**src/rtl/universal_shift_register_n_if.sv**
```systemverilog
// universal_shift_register_n_if: control, data and status bundle for the universal shift register
interface universal_shift_register_n_if #(parameter int WIDTH = 8, parameter int CNT_W = 3);
  logic enable;
  logic [2:0] mode;
  logic start;
  logic [CNT_W-1:0] shamt;
  logic [WIDTH-1:0] data_load;
  logic serial_in_l;
  logic serial_in_r;
  logic [WIDTH-1:0] out_final;
  logic shift_out;
  logic busy;
  logic done;
  modport master (
    output enable, mode, start, shamt, data_load, serial_in_l, serial_in_r,
    input out_final, shift_out, busy, done
  );
  modport slave (
    input enable, mode, start, shamt, data_load, serial_in_l, serial_in_r,
    output out_final, shift_out, busy, done
  );
endinterface

```
**src/rtl/universal_shift_register_n.sv**
```systemverilog
// universal_shift_register_n: shift/rotate/load register with single-step and multi-cycle shift ops
module universal_shift_register_n #(
  parameter int WIDTH = 8,
  parameter int CNT_W = 3
) (
  input logic clock,
  input logic reset,
  universal_shift_register_n_if.slave bus
);
  localparam logic [2:0] M_SHR = 3'b000;
  localparam logic [2:0] M_SHL = 3'b001;
  localparam logic [2:0] M_LOAD = 3'b011;
  localparam logic [2:0] M_ROR = 3'b100;
  localparam logic [2:0] M_ROL = 3'b101;
  localparam logic [2:0] M_ASR = 3'b110;
  logic [WIDTH-1:0] q, nq;
  logic so, nso;
  logic busy, done;
  logic [CNT_W-1:0] count;
  logic [2:0] lmode, op;
  logic shiftable;
  assign op = busy ? lmode : bus.mode;
  assign shiftable = bus.mode inside {M_SHR, M_SHL, M_ROR, M_ROL, M_ASR};
  always_comb begin
    nq = q;
    nso = so;
    case (op)
      M_SHR: begin nq = {bus.serial_in_l, q[WIDTH-1:1]}; nso = q[0]; end
      M_SHL: begin nq = {q[WIDTH-2:0], bus.serial_in_r}; nso = q[WIDTH-1]; end
      M_LOAD: nq = bus.data_load;
      M_ROR: begin nq = {q[0], q[WIDTH-1:1]}; nso = q[0]; end
      M_ROL: begin nq = {q[WIDTH-2:0], q[WIDTH-1]}; nso = q[WIDTH-1]; end
      M_ASR: begin nq = {q[WIDTH-1], q[WIDTH-1:1]}; nso = q[0]; end
      default: ;
    endcase
  end
  always_ff @(posedge clock) begin
    if (reset) begin
      q <= '0;
      so <= 1'b0;
      busy <= 1'b0;
      done <= 1'b0;
      count <= '0;
      lmode <= M_SHR;
    end else begin
      done <= 1'b0;
      if (bus.enable) begin
        if (busy) begin
          q <= nq;
          so <= nso;
          count <= count - 1'b1;
          if (count == CNT_W'(1)) begin
            busy <= 1'b0;
            done <= 1'b1;
          end
        end else if (bus.start && shiftable) begin
          // a zero-length request completes immediately without going busy
          if (bus.shamt == '0) done <= 1'b1;
          else begin
            busy <= 1'b1;
            count <= bus.shamt;
            lmode <= bus.mode;
          end
        end else begin
          q <= nq;
          so <= nso;
        end
      end
    end
  end
  assign bus.out_final = q;
  assign bus.shift_out = so;
  assign bus.busy = busy;
  assign bus.done = done;
endmodule

```
**src/flat_wrapper.sv**
```systemverilog
// flat-port wrapper written by rule: the top's interface ports become plain ports
module universal_shift_register_n_flat 
#(
  parameter int WIDTH = 8,
  parameter int CNT_W = 3
)
  (clock, reset, bus_enable, bus_mode, bus_start, bus_shamt, bus_data_load, bus_serial_in_l, bus_serial_in_r, bus_out_final, bus_shift_out, bus_busy, bus_done);
  universal_shift_register_n_if #(.WIDTH(WIDTH), .CNT_W(CNT_W)) bus_i ();
  input logic clock;
  input logic reset;
  input wire logic [$bits(bus_i.enable)-1:0] bus_enable;
  input wire logic [$bits(bus_i.mode)-1:0] bus_mode;
  input wire logic [$bits(bus_i.start)-1:0] bus_start;
  input wire logic [$bits(bus_i.shamt)-1:0] bus_shamt;
  input wire logic [$bits(bus_i.data_load)-1:0] bus_data_load;
  input wire logic [$bits(bus_i.serial_in_l)-1:0] bus_serial_in_l;
  input wire logic [$bits(bus_i.serial_in_r)-1:0] bus_serial_in_r;
  output wire logic [$bits(bus_i.out_final)-1:0] bus_out_final;
  output wire logic [$bits(bus_i.shift_out)-1:0] bus_shift_out;
  output wire logic [$bits(bus_i.busy)-1:0] bus_busy;
  output wire logic [$bits(bus_i.done)-1:0] bus_done;
  assign bus_i.enable = bus_enable;
  assign bus_i.mode = bus_mode;
  assign bus_i.start = bus_start;
  assign bus_i.shamt = bus_shamt;
  assign bus_i.data_load = bus_data_load;
  assign bus_i.serial_in_l = bus_serial_in_l;
  assign bus_i.serial_in_r = bus_serial_in_r;
  assign bus_out_final = bus_i.out_final;
  assign bus_shift_out = bus_i.shift_out;
  assign bus_busy = bus_i.busy;
  assign bus_done = bus_i.done;
  universal_shift_register_n #(.WIDTH(WIDTH), .CNT_W(CNT_W)) u_core (.clock(clock), .reset(reset), .bus(bus_i));
endmodule
```
**config.mk**
```make
export PLATFORM = sky130hd
export DESIGN_NAME = universal_shift_register_n_flat
export DESIGN_NICKNAME = d
export VERILOG_FILES = /design/src/rtl/universal_shift_register_n_if.sv /design/src/rtl/universal_shift_register_n.sv /design/src/flat_wrapper.sv
export SDC_FILE = /design/constraint.sdc
export NUM_CORES = 1
export LEC_CHECK = 0
export CORE_ASPECT_RATIO = 1.4
export CORE_MARGIN = 2
export CORE_UTILIZATION = 42
export DETAILED_ROUTE_END_ITERATION = 16
export PLACE_DENSITY = 0.74
export SLEW_MARGIN = 20
export SYNTH_ARGS = -nofsm -noshare
export SYNTH_HDL_FRONTEND = slang
export SYNTH_SLANG_ARGS = --single-unit
export TNS_END_PERCENT = 30
```
**constraint.sdc**
```tcl
create_clock -name clock -period 1.8 [get_ports clock]
set_clock_uncertainty 0.1 [all_clocks]
set_input_delay 0.27 -clock clock [delete_from_list [all_inputs] [get_ports clock]]
set_output_delay 0.27 -clock clock [all_outputs]
set_load 0.05 [all_outputs]
```
== Word level (Yosys, flattened, before mapping) ==
Cells that the tools add are included.

* Flip-flop bits (word level): 17
* Input port bits: 20
* Word-level logic and storage cells: 52

* Add/sub/neg operators: 1
* Equal/unequal tests: 12
* Mux-type cells: 18
* Bitwise operators: 3
* Reduce and logical (&&, ||, !) cells: 12

{| class="wikitable"
|+ Operator list
! kind !! count
|-
| 8-bit one-hot mux with 6 select lines || 1
|-
| 3-bit equality test (second input constant) || 6
|-
| 8-bit 2-to-1 mux || 2
|-
| 3-bit 2-to-1 mux || 4
|-
| 1-bit 2-to-1 mux || 10
|-
| 3-bit by 1-bit equality test with 1-bit output (second input constant) || 3
|-
| 3-bit zero test || 3
|-
| 5-bit nonzero test || 1
|-
| 2-bit by 1-bit != test with 1-bit output (second input constant) || 2
|-
| 4-bit AND reduction || 1
|-
| 2-bit OR reduction || 2
|-
| 3-bit by 2-bit equality test with 1-bit output (second input constant) || 1
|-
| 1-bit NOT || 3
|-
| 3-bit AND reduction || 1
|-
| 3-bit OR reduction || 1
|-
| 3-bit by 1-bit subtractor with 3-bit output (second input constant) || 1
|-
| 1-bit one-hot mux with 2 select lines || 1
|-
| 2-bit AND reduction || 1
|-
| 2-bit nonzero test || 1
|-
| 1-bit logical AND || 1
|}

== Longest topological paths before layout ==
Gate-level depths: netlist of the first run.

* Depth in word-level cells: 6
* Mapped depth: 7
* Depth with buffers taken out: 6

== Worst setup path after synthesis of the first run ==
OpenSTA, ideal clock, no wires.

* Path type: reg-to-reg
* From: reg u_core.busy, in the netlist u_core.bus.busy
* To: reg u_core.q[0], in the netlist u_core.bus.out_final[0]
* Setup time: 0.125 ns
* Data arrival time: 1.959 ns
* Required time: 1.575 ns
* Path slack: -0.384 ns
* Stages on the path, launching flop included: 8
* Buffers on the path: 2
* Cells stage by stage: dfxtp_1 -> buf_6 -> mux2_4 -> and2_4 -> o311ai_4 -> buf_6 -> and2b_1 -> nor3_2

* Word-level cells in the longest chain between the ends: 5

{| class="wikitable"
|+ Ends and longest elaborated chain
! element !! RTL line !! source
|-
| start, declared || universal_shift_register_n.sv:18 || <nowiki>logic busy, done;</nowiki>
|-
| start signal, assigned || universal_shift_register_n.sv:41 || <nowiki>busy <= 1'b0;</nowiki>
|-
| start signal, assigned || universal_shift_register_n.sv:53 || <nowiki>busy <= 1'b0;</nowiki>
|-
| start signal, assigned || universal_shift_register_n.sv:60 || <nowiki>busy <= 1'b1;</nowiki>
|-
| 3-bit 2-to-1 mux || universal_shift_register_n.sv:22 || <nowiki>assign op = busy ? lmode : bus.mode;</nowiki>
|-
| 3-bit equality test, or another cell as far along || universal_shift_register_n.sv:27 || <nowiki>case (op)</nowiki>
|-
| 8-bit one-hot mux with 6 select lines || universal_shift_register_n.sv:27 ||
|-
| 8-bit 2-to-1 mux || universal_shift_register_n.sv:56 || <nowiki>end else if (bus.start && shiftable) begin</nowiki>
|-
| 8-bit 2-to-1 mux || universal_shift_register_n.sv:48 || <nowiki>if (busy) begin</nowiki>
|-
| end signal, assigned || universal_shift_register_n.sv:49 || <nowiki>q <= nq;</nowiki>
|-
| end signal, assigned || universal_shift_register_n.sv:65 || <nowiki>q <= nq;</nowiki>
|-
| end, declared || universal_shift_register_n.sv:16 || <nowiki>logic [WIDTH-1:0] q, nq;</nowiki>
|}

Parallel ways exist; a longest one is shown, timed or not. The select of a mux whose other input is x is not followed.
A chain may end at the register's enable or synchronous reset.

== Worst setup path in the final report of the first run ==
* From: in bus_mode[0]
* To: reg u_core.q[6], in the netlist u_core.bus.out_final[6]

* Word-level cells in the longest chain between the ends: 5

{| class="wikitable"
|+ Ends and longest elaborated chain
! element !! RTL line !! source
|-
| start, declared || flat_wrapper.sv:12 || <nowiki>input wire logic [$bits(bus_i.mode)-1:0] bus_mode;</nowiki>
|-
| 3-bit 2-to-1 mux, or another cell as far along || universal_shift_register_n.sv:22 ||
|-
| 3-bit equality test, or another cell as far along || universal_shift_register_n.sv:27 ||
|-
| 8-bit one-hot mux with 6 select lines or 1-bit logical AND (tied branches) || universal_shift_register_n.sv:27, universal_shift_register_n.sv:56 ||
|-
| 8-bit 2-to-1 mux or 2-bit by 1-bit != test with 1-bit output (tied branches) || - ||
|-
| 8-bit 2-to-1 mux or 2-bit AND reduction (tied branches) || - ||
|}

Parallel ways exist; a longest one is shown, timed or not. The select of a mux whose other input is x is not followed.

==> flow_metrics.tcl, run 1 <==
set metrics [dict create \
    status "finished with violations" \
    failing_checks "setup timing" \
    area_growth_pct 47.6 \
    worst_slew_margin_rel_pct 74.4 \
    grt_antenna_before_repair 0 \
    timing.fmax_ghz 0.553 \
    yosys.area_share.adder_pct 2.34 \
    power.total_w 0.000998 \
    final-max-slew-violation-count 0 \
    syn-num-nets 148 \
    tightestPinTransition_ns 0.383 \
    worst_skew_pair_later_pin_latency_ns 0.29 \
    drt_drc_violations_left 0 \
    postLayoutSetupSlackWorst_ns -0.00872 \
    core_area_sq_um 2390 \
    synth_compound_area_share_pct 28.7 \
    period_minus_slack_ns 1.81 \
    simple_gate_share_of_the_synthesized_area_pct 18.6 \
    synthMuxAreaShare_pct 11.6 \
    synth.top_cell.area_share_pct 31.9 \
    clockBufferDepth 2 \
    vdd_ir_drop_max_mv 0.395 \
    root_buffer "sky130_fd_sc_hd__clkbuf_4" \
    postSynthCellCount 126 \
    grt_start_max_net_pins 16 \
    setup.worst_path.end_class "register" \
    final_nets 195 \
    syn_area_sq_um 1070 \
    cp_data_arrival_time_ns 1.93 \
    place.port_buffers 30 \
    critPathKind "input port to register" \
    drtPass1Iterations 3 \
    start_util_pct 44.6 \
    synth-edff-count 0 \
    timing.max_cap.violations 0 \
    rsz_0062_raised_after_global_routing "yes" \
    worstSetupStartpointType "input port" \
    clk_pin_slew_ns 0.09 \
    main_combinational_cell_family_by_area_after_synthesis "compound AO/OA/AOI/OAI gates" \
    synthArstFlopShare_pct 0 \
    vias_per_cell 5.38 \
    holdBufCountCts 0 \
    fp.dieH_um 63.6 \
    yosysUniqueCellTypes 40 \
    clock_sink_count 17 \
    finalSetupViolations 1 \
    row_count 21 \
    finalHoldViolCount 0 \
    netlist_top_cells_area "sky130_fd_sc_hd__dfxtp_1, sky130_fd_sc_hd__a211o_1, sky130_fd_sc_hd__nor2_1" \
    sequential_element_share_of_the_synthesized_area_pct 31.9 \
    avgRoutedWirePerCell_um 13.8 \
    grt_remaining_overflow 0 \
    ys_top_cells_by_count "sky130_fd_sc_hd__dfxtp_1, sky130_fd_sc_hd__nor2_1, sky130_fd_sc_hd__nand2_1" \
    crit_fanout 10 \
    drtAntennaViolNets 0 \
    post_synthesis_xor_xnor_area_fraction_pct 0 \
    synthDominantAreaCellType "sky130_fd_sc_hd__dfxtp_1" \
    final.period_utilization_pct 100 \
    final_util_pct 65.9 \
    synth_top_flop_cell "sky130_fd_sc_hd__dfxtp_1" \
    count_of_antenna_diodes_in_the_layout 0 \
    power.density_nw_per_um2 633 \
    min_path_type "input port to register" \
    crit_required_ns 1.92 \
    clock_tree_from_tritoncts "yes" \
    io_pins 31 \
    yosys.cell_count.top_type "sky130_fd_sc_hd__dfxtp_1" \
    synth-warning-count 0 \
    dieWidth_um 46.6 \
    detailed_place_hpwl_mm 2.26 \
    syn_avg_cell_area_sq_um 8.47 \
    grt_util_overall_pct 21.8 \
    initial_drc_count 17 \
    finalWeightedCongestion 0.769 \
    detailroute.via_count 1109 \
    grt_pass1_vias 1181 \
    grt_pass1_wl_mm 4.82 \
    die_area_sq_um 2970 \
    clock_tree.htree_level_count 1 \
    cts_inserted_buffers 3 \
    p_leak_nw 0.650 \
    buffers_inserted_by_post_cts_timing_repair 0 \
    wirelength_mm 2.85 \
    synth.ff_latch_count 17 \
    drive_above_1_share_pct 31.4 \
]
[final timing paths]
kind / from / cells after the start / slack [ns] / end
setup reg to reg: u_core.bus.busy / 6 / 0 / u_core.bus.out_final[6]
setup / recovery: bus_mode[0] / 7 / -0.009 / u_core.bus.out_final[6]
hold / removal: bus_mode[1] / 3 / 0.30 / u_core.lmode[1]
hold reg to reg: u_core.count[1] / 2 / 0.36 / u_core.count[1]
[worst max-delay path: stages]
cell and delay [ns]:
sky130_fd_sc_hd__clkdlybuf4s50_1 0.46, sky130_fd_sc_hd__mux2_4 0.31, sky130_fd_sc_hd__and2_4 0.15, sky130_fd_sc_hd__o311ai_4 0.35
sky130_fd_sc_hd__buf_12 0.18, sky130_fd_sc_hd__nand2_1 0.05, sky130_fd_sc_hd__a21oi_1 0.16
[cells by family (layout without fill, tap and decap cells)]
family / after synthesis / count (layout)
buf+inv: 15 / 61
simple gates: 41 / 41
fa+ha+maj: 2 / 2
compound gates: 41 / 41
flops: 17 / 17
mux: 10 / 10
[power breakdown]
part           total, W  internal, W  leakage (nW)  switching [W]
Sequential     0.000421     0.000397         0.139      0.0000238
Clock          0.000202    0.0000861        0.0150       0.000116
Combinational  0.000375     0.000180         0.496       0.000195
[area by class of cell]
cell class                 instances  area [sq um]
sequential                        17           344
clock buffer                       4          26.3
fill                             209           816
multi-input combinational         94           702
tap                               34          42.5
inverter                           8          30.0
timing repair buffer              49           430
[stage by stage]
| stage | cells | TNS [ns] | instance area (sq um) | worst slack (ns) | hold slack, ns |
|---|---|---|---|---|---|
| 6_report | 206 | -0.00872 | 1580 | -0.00872 | 0.303 |
| 5_1_grt | 206 | -0.423 | 1580 | -0.0593 | 0.352 |
| 4_1_cts | 206 | 0 | 1540 | 0.0179 | 0.365 |
| 3_5_place_dp | 202 | -4.08 | 1500 | -0.346 | 0.350 |
| 3_3_place_gp | 202 | -3.35 | 1500 | -0.248 | 0.347 |
| 2_1_floorplan | 126 | -0.576 | 1070 | -0.0919 | 0.317 |
[metal layers]
metal / vias to the layer above / track usage [%] / part of all wire (%)
met5: - / 0 / 0
met2: 32 / 41.1 / 56
li1: 553 / - / -
met3: 12 / 3.15 / 3.9
met1: 512 / 21.1 / 37
met4: 0 / 10.4 / 3.1
[registers in the layout, indices dropped and copies added (netlist names)]
signal,count
u_core.bus.shift_out,1
u_core.bus.out_final,8
u_core.bus.busy,1
u_core.lmode,3
u_core.bus.done,1
u_core.count,3
[layout by cell type (no fill, tap or decap), types with 3 or more instances in the layout]
cell and count:
sky130_fd_sc_hd__o21ai_0 3, sky130_fd_sc_hd__buf_4 29, sky130_fd_sc_hd__inv_1 8, sky130_fd_sc_hd__clkdlybuf4s50_1 18
sky130_fd_sc_hd__nor2_1 14, sky130_fd_sc_hd__mux2i_1 5, sky130_fd_sc_hd__nor3_1 3, sky130_fd_sc_hd__a21oi_2 3
sky130_fd_sc_hd__dfxtp_1 16, sky130_fd_sc_hd__nand2_1 9, sky130_fd_sc_hd__clkbuf_4 3, sky130_fd_sc_hd__a211o_1 8
sky130_fd_sc_hd__a21oi_1 7, sky130_fd_sc_hd__o22ai_1 6
[what timing repair did]
item	CTS	global route
gates resized for setup	2	10
setup endpoints to repair	2	13
gates cloned	0	0
pin swaps	0	2
Note: power is estimated with default switching activity, not from simulation.
==> inputs of run 2 (changes only) <==
CTS_CLUSTER_SIZE = 24   (was default)
==> results of run 2 <==
No change in the layout: final DEF, timing and power equal those of run 1.
